--- src/rtl/ps2_pkg.sv ---
// Shared PS/2 scan-code set 2 constants, decoder state type and the
// make-code to ASCII lookup used by the typewriter keyboard path.
package ps2_pkg;

  localparam logic [7:0] PS2_EXT    = 8'hE0;
  localparam logic [7:0] PS2_BRK    = 8'hF0;
  localparam logic [7:0] PS2_E1     = 8'hE1;
  localparam logic [7:0] PS2_BAT    = 8'hAA;
  localparam logic [7:0] PS2_ACK    = 8'hFA;
  localparam logic [7:0] PS2_RESEND = 8'hFE;
  localparam logic [7:0] PS2_ECHO   = 8'hEE;

  localparam logic [7:0] PS2_LSHIFT = 8'h12;
  localparam logic [7:0] PS2_RSHIFT = 8'h59;
  localparam logic [7:0] PS2_CAPS   = 8'h58;
  localparam logic [7:0] PS2_ENTER  = 8'h5A;
  localparam logic [7:0] PS2_SPACE  = 8'h29;
  localparam logic [7:0] PS2_BKSP   = 8'h66;

  localparam logic [7:0] CR = 8'h0D;
  localparam logic [7:0] BS = 8'h08;
  localparam logic [7:0] SP = 8'h20;

  typedef enum logic [1:0] {
    ST_IDLE,
    ST_EXT,
    ST_BRK,
    ST_EXT_BRK
  } dec_state_t;

  typedef struct packed {
    logic       hit;
    logic [7:0] ch;
  } lookup_t;

  function automatic lookup_t scan2ascii(input logic [7:0] code,
                                         input logic       shift,
                                         input logic       caps);
    lookup_t    r;
    logic [7:0] letter;
    logic [7:0] plain;
    logic [7:0] shifted;
    r       = '0;
    letter  = '0;
    plain   = '0;
    shifted = '0;
    case (code)
      8'h1C: letter = "a";
      8'h32: letter = "b";
      8'h21: letter = "c";
      8'h23: letter = "d";
      8'h24: letter = "e";
      8'h2B: letter = "f";
      8'h34: letter = "g";
      8'h33: letter = "h";
      8'h43: letter = "i";
      8'h3B: letter = "j";
      8'h42: letter = "k";
      8'h4B: letter = "l";
      8'h3A: letter = "m";
      8'h31: letter = "n";
      8'h44: letter = "o";
      8'h4D: letter = "p";
      8'h15: letter = "q";
      8'h2D: letter = "r";
      8'h1B: letter = "s";
      8'h2C: letter = "t";
      8'h3C: letter = "u";
      8'h2A: letter = "v";
      8'h1D: letter = "w";
      8'h22: letter = "x";
      8'h35: letter = "y";
      8'h1A: letter = "z";
      default: letter = '0;
    endcase
    case (code)
      8'h16: begin plain = "1"; shifted = "!"; end
      8'h1E: begin plain = "2"; shifted = "@"; end
      8'h26: begin plain = "3"; shifted = "#"; end
      8'h25: begin plain = "4"; shifted = "$"; end
      8'h2E: begin plain = "5"; shifted = "%"; end
      8'h36: begin plain = "6"; shifted = "^"; end
      8'h3D: begin plain = "7"; shifted = "&"; end
      8'h3E: begin plain = "8"; shifted = "*"; end
      8'h46: begin plain = "9"; shifted = "("; end
      8'h45: begin plain = "0"; shifted = ")"; end
      PS2_SPACE: begin plain = SP; shifted = SP; end
      PS2_ENTER: begin plain = CR; shifted = CR; end
      PS2_BKSP:  begin plain = BS; shifted = BS; end
      default:   begin plain = '0; shifted = '0; end
    endcase
    if (letter != '0) begin
      r.hit = 1'b1;
      r.ch  = (shift ^ caps) ? (letter - 8'h20) : letter;
    end else if (plain != '0) begin
      r.hit = 1'b1;
      r.ch  = shift ? shifted : plain;
    end
    return r;
  endfunction

endpackage

--- src/rtl/ps2_scancode_decoder_sync_fifo.sv ---
// First-word-fall-through synchronous FIFO; a push into a full FIFO is
// accepted only when a pop happens in the same cycle, otherwise flagged.
module sync_fifo #(
  parameter int unsigned WIDTH = 8,
  parameter int unsigned DEPTH = 4
) (
  input  logic             clk50,
  input  logic             reset,
  input  logic             i_push,
  input  logic [WIDTH-1:0] i_data,
  input  logic             i_pop,
  output logic             o_valid,
  output logic [WIDTH-1:0] o_data,
  output logic             o_full,
  output logic             o_drop
);

  localparam int unsigned AW = $clog2(DEPTH);
  localparam int unsigned CW = AW + 1;
  localparam logic [CW-1:0] FULL_CNT = CW'(DEPTH);

  logic [WIDTH-1:0] r_mem [DEPTH];
  logic [AW-1:0]    r_wptr;
  logic [AW-1:0]    r_rptr;
  logic [CW-1:0]    r_count;
  logic             w_pop;
  logic             w_push_ok;

  assign o_valid   = (r_count != '0);
  assign o_full    = (r_count == FULL_CNT);
  assign w_pop     = i_pop & o_valid;
  assign w_push_ok = i_push & (~o_full | w_pop);
  assign o_drop    = i_push & ~w_push_ok;
  assign o_data    = o_valid ? r_mem[r_rptr] : '0;

  always_ff @(posedge clk50) begin
    if (w_push_ok) r_mem[r_wptr] <= i_data;
  end

  always_ff @(posedge clk50 or negedge reset) begin
    if (!reset) begin
      r_wptr  <= '0;
      r_rptr  <= '0;
      r_count <= '0;
    end else begin
      if (w_push_ok) r_wptr <= r_wptr + AW'(1);
      if (w_pop)     r_rptr <= r_rptr + AW'(1);
      case ({w_push_ok, w_pop})
        2'b10:   r_count <= r_count + CW'(1);
        2'b01:   r_count <= r_count - CW'(1);
        default: r_count <= r_count;
      endcase
    end
  end

endmodule

--- src/rtl/ps2_scancode_decoder.sv ---
// PS/2 set-2 byte stream to ASCII: prefix FSM, Shift/Caps tracking and an
// output FIFO with valid/ready towards the character consumer.
module ps2_scancode_decoder
  import ps2_pkg::*;
#(
  parameter int unsigned FIFO_DEPTH = 4
) (
  input  logic       reset,
  input  logic       clk50,
  input  logic       vld,
  input  logic [7:0] data,
  input  logic       out_rdy,
  output logic       out_vld,
  output logic [7:0] out_char,
  output logic       overflow,
  output logic       caps_led
);

  dec_state_t r_state, w_state_nx;
  logic       r_vld_d;
  logic       r_shift_l, w_shift_l_nx;
  logic       r_shift_r, w_shift_r_nx;
  logic       r_caps, w_caps_nx;
  logic       r_caps_held, w_caps_held_nx;
  logic       r_emit, w_emit_nx;
  logic [7:0] r_char, w_char_nx;
  logic       r_overflow;
  logic       w_accept;
  logic       w_drop;
  logic       w_full;
  lookup_t    w_lu;

  assign w_accept = vld & ~r_vld_d;
  assign w_lu     = scan2ascii(data, r_shift_l | r_shift_r, r_caps);

  always_ff @(posedge clk50 or negedge reset) begin
    if (!reset) begin
      r_state     <= ST_IDLE;
      r_vld_d     <= 1'b0;
      r_shift_l   <= 1'b0;
      r_shift_r   <= 1'b0;
      r_caps      <= 1'b0;
      r_caps_held <= 1'b0;
      r_emit      <= 1'b0;
      r_char      <= '0;
      r_overflow  <= 1'b0;
    end else begin
      r_state     <= w_state_nx;
      r_vld_d     <= vld;
      r_shift_l   <= w_shift_l_nx;
      r_shift_r   <= w_shift_r_nx;
      r_caps      <= w_caps_nx;
      r_caps_held <= w_caps_held_nx;
      r_emit      <= w_emit_nx;
      r_char      <= w_char_nx;
      r_overflow  <= w_drop;
    end
  end

  always_comb begin
    w_state_nx     = r_state;
    w_shift_l_nx   = r_shift_l;
    w_shift_r_nx   = r_shift_r;
    w_caps_nx      = r_caps;
    w_caps_held_nx = r_caps_held;
    w_emit_nx      = 1'b0;
    w_char_nx      = '0;
    if (w_accept) begin
      case (r_state)
        ST_IDLE: begin
          case (data)
            PS2_EXT: w_state_nx = ST_EXT;
            PS2_BRK: w_state_nx = ST_BRK;
            PS2_E1, PS2_BAT, PS2_ACK, PS2_RESEND, PS2_ECHO: w_state_nx = ST_IDLE;
            default: begin
              if (data == PS2_LSHIFT) w_shift_l_nx = 1'b1;
              if (data == PS2_RSHIFT) w_shift_r_nx = 1'b1;
              // Caps toggles only on the first make; typematic repeats are held off
              if (data == PS2_CAPS) begin
                if (!r_caps_held) w_caps_nx = ~r_caps;
                w_caps_held_nx = 1'b1;
              end
              w_emit_nx = w_lu.hit;
              w_char_nx = w_lu.hit ? w_lu.ch : '0;
            end
          endcase
        end
        ST_EXT: begin
          if (data == PS2_BRK) begin
            w_state_nx = ST_EXT_BRK;
          end else begin
            w_state_nx = ST_IDLE;
            if (data == PS2_ENTER) begin
              w_emit_nx = 1'b1;
              w_char_nx = CR;
            end
          end
        end
        ST_BRK: begin
          w_state_nx = ST_IDLE;
          if (data == PS2_LSHIFT) w_shift_l_nx = 1'b0;
          if (data == PS2_RSHIFT) w_shift_r_nx = 1'b0;
          if (data == PS2_CAPS)   w_caps_held_nx = 1'b0;
        end
        ST_EXT_BRK: w_state_nx = ST_IDLE;
        default:    w_state_nx = ST_IDLE;
      endcase
    end
  end

  sync_fifo #(
    .WIDTH(8),
    .DEPTH(FIFO_DEPTH)
  ) u_fifo (
    .clk50  (clk50),
    .reset  (reset),
    .i_push (r_emit),
    .i_data (r_char),
    .i_pop  (out_rdy),
    .o_valid(out_vld),
    .o_data (out_char),
    .o_full (w_full),
    .o_drop (w_drop)
  );

  assign overflow = r_overflow;
  assign caps_led = r_caps;

endmodule

--- config.mk ---
export PLATFORM = sky130hd
export DESIGN_NAME = ps2_scancode_decoder
export DESIGN_NICKNAME = d
export VERILOG_FILES = /design/src/rtl/ps2_pkg.sv /design/src/rtl/ps2_scancode_decoder_sync_fifo.sv /design/src/rtl/ps2_scancode_decoder.sv
export SDC_FILE = /design/constraint.sdc
export NUM_CORES = 1
export LEC_CHECK = 0
export BUFFER_PORTS_ARGS = -buffer_cell sky130_fd_sc_hd__buf_4
export CAP_MARGIN = 20
export CELL_PAD_IN_SITES_DETAIL_PLACEMENT = 0
export CELL_PAD_IN_SITES_GLOBAL_PLACEMENT = 2
export CORE_ASPECT_RATIO = 1.1
export CORE_UTILIZATION = 44
export DETAILED_ROUTE_END_ITERATION = 8
export GPL_ROUTABILITY_DRIVEN = 0
export MAX_ROUTING_LAYER = met4
export PLACE_DENSITY = 0.88
export SETUP_SLACK_MARGIN = 0.5
export SLEW_MARGIN = 20
export SYNTH_ARGS = -nofsm -noshare
export SYNTH_HDL_FRONTEND = slang
export SYNTH_HIERARCHICAL = 1
export SYNTH_SLANG_ARGS = --single-unit
--- constraint.sdc ---
create_clock -name clk50 -period 4.6 [get_ports clk50]
set_input_delay 0.46 -clock clk50 [delete_from_list [all_inputs] [get_ports clk50]]
set_output_delay 0.46 -clock clk50 [all_outputs]
set_load 0.005 [all_outputs]
==> qor.yml <==
outcome: "finished clean"
multiInputGateArea_um2: 2033
end_kind: "register"
internal_power_uw: 965.8
worstPathArrival_ns: 3.05
critical_path.max_fanout: 13
grt_pass1_wl_um: 14280
cts.path.max_buffers: 2
synthesis.area_um2: 3826
rr_worst_depth: 7
syn_area_per_cell_um2: 10.90
clock-sinks: 56
regToRegSetupSlack_ns: 2.35
rows: 35
start_util_pct: 45.51
core_area_um2: 8408
final-instance-count-excl-fill: 465
p_per_area_nw_per_um2: 352.7
num_vias: 2789
min_period_ns: 2.860
fillCellCount: 823
power_frac_comb_pct: 35.4
swShare_pct: 32.14
clockPowerShare_pct: 18.2
yosys_warnings: 6
dp_hpwl_um: 6471
insertion_delay_ns: 0.30
hold_viol: 0
grt_pass1_vias: 2794
antenna_cells: 0
slowest_delay_ns: 0.79
dieArea_um2: 9073
worstSetupPathType: "in2reg"
dp.cells: 457
synthCells: 351
syn_nets: 377
finalSetupViolations: 0
antenna_left: 0
fp.dieH_um: 99.80
regArea_um2: 1562
placed_cell_area_um2: 3948
grt_setup_unrepaired: "false"
worst_clock_skew_ns: 0.007798
drc_errors: 0
grt_max_degree: 38
fin_total_pwr_uw: 1423
num_io_pins: 23
drt-pass1-iter-count: 6
port_buffers: 22
reg2reg_from: "u_fifo/r_count[1]"
crit_path_cell_trace: "buf_4 > inv_1 > ha_1 > and3_1 > o21ai_0 > a2111oi_1 > nor4_4 > and4_1 > o221a_1"
cts_tree: "yes"
max_cap_violations: 0
routedWlPerCell_um: 18.75
design_area_um2: 4035
rr_endpoint: "u_fifo/r_count[1]"
drv_slew: 0
gr-usage-all-layers_pct: 20.46
switchingPower_uw: 457.4
max_freq_ghz: 0.3496
drive_gt1_share_pct: 14.69
post_cts.repair.setup_buffers: 0
cts_resized: 0
peakVddDrop_uv: 136.5
cts-hold-fix-buffers: 0
period_share_pct: 62.18
slowest_stage: "a2111oi_1"
worst_setup_path_start_kind: "input port"
leakage_uw: 0.001575
hold_class: "in2async"
viasPerCell: 5.998
area_growth_pct: 5.461
worst_pin_slew_ns: 0.8189
drtIter0Drc: 143
clk_pin_slew_ns: 0.10
drt_wl_total_um: 8721
fp.dieW_um: 90.91
overflow: 0
slew_headroom_pct: 45.27
clockRootBuffer: "clkbuf_8"
power_frac_seq_pct: 46.4
numCtsBuffers: 5
nNetsFinal: 379
cts_max_level: 2
tns_ns: 0
grt_antenna_before_repair: 0
worstPathRequired_ns: 4.79
worst max-delay path: cells and delay by family:
kind	cells	cell delay, ns
compound gates	3	1.14
fa+ha+maj	1	0.50
simple gates	3	0.66
buf+inv	2	0.29
worst max-delay path by stage:
| stage | end | start | slack, ns | cells past startpoint |
|---|---|---|---|---|
| after global routing | r_char[4] | data[1] | 1.59 | 9 |
| after floorplan | r_char[5] | data[1] | 1.86 | 11 |
| after detailed placement | r_char[4] | data[1] | 1.50 | 9 |
| final | r_char[4] | data[1] | 1.74 | 9 |
| after global placement | r_char[4] | data[1] | 1.56 | 9 |
| after CTS | r_char[4] | data[1] | 1.77 | 9 |
through the flow:
stage / setup WS (ns) / hold WS, ns / utilization, %
floorplan: 1.857 / 0.1644 / -
global placement: 1.559 / 0.3854 / 46.95
detailed placement: 1.500 / 0.3888 / 46.95
CTS: 1.769 / 0.05605 / 47.99
global route: 1.590 / 0.04986 / 47.99
finish: 1.740 / 0.04273 / 47.99
sequential cells by signal, indices dropped and copies added, names as in the netlist:
register,count
u_fifo/r_mem,32
r_char,8
u_fifo/r_count,3
r_state,2
u_fifo/r_rptr,2
u_fifo/r_wptr,2
caps_led,1
overflow,1
r_caps_held,1
r_emit,1
r_shift_l,1
r_shift_r,1
r_vld_d,1
metal layers:
metal	global-route usage (%)	part of all wire, %	up-vias
met3	2.273	2.6	21
met2	37.41	53	63
met5	-	0	-
met4	7.448	2.9	0
met1	23.20	42	1364
li1	-	-	1341
final cells by class:
cell class,instances,area share (%)
multi-input cells,255,50.39
flip-flops and latches,56,38.70
repair buffers,22,4.093
well taps,111,3.442
clock buffers,5,1.705
inverters,13,1.209
clock inverters,3,0.4651
cells in the final DEF (no fill, tap or decap), types with 3 or more instances in the layout:
cell type	n
a21o_1	4
a21oi_1	12
a311oi_1	3
a31oi_1	6
and2_1	18
and3_1	4
and4_1	3
buf_4	22
clkbuf_8	5
dfrtp_1	24
edfxtp_1	32
ha_1	13
inv_1	12
mux2i_1	4
mux4_1	8
nand2_1	19
nand2b_1	12
nand3_1	10
nor2_1	20
nor2b_1	6
nor3_1	7
o2111ai_1	3
o211ai_1	4
o21ai_0	9
o22ai_1	5
o31ai_1	5
o32ai_1	3
o41ai_1	3
or2_2	4
xnor2_1	5
xor2_1	3
power groups by stage:
stage / registers [uW] / clock network [uW] / logic (uW)
after global placement: 670 / 0 / 494
after detailed placement: 673 / 0 / 506
after floorplan: 624 / 0 / 404
after CTS: 661 / 264 / 508
after global routing: 671 / 287 / 560
final: 660 / 259 / 504
No activity file was read; power rests on OpenSTA's default activity.
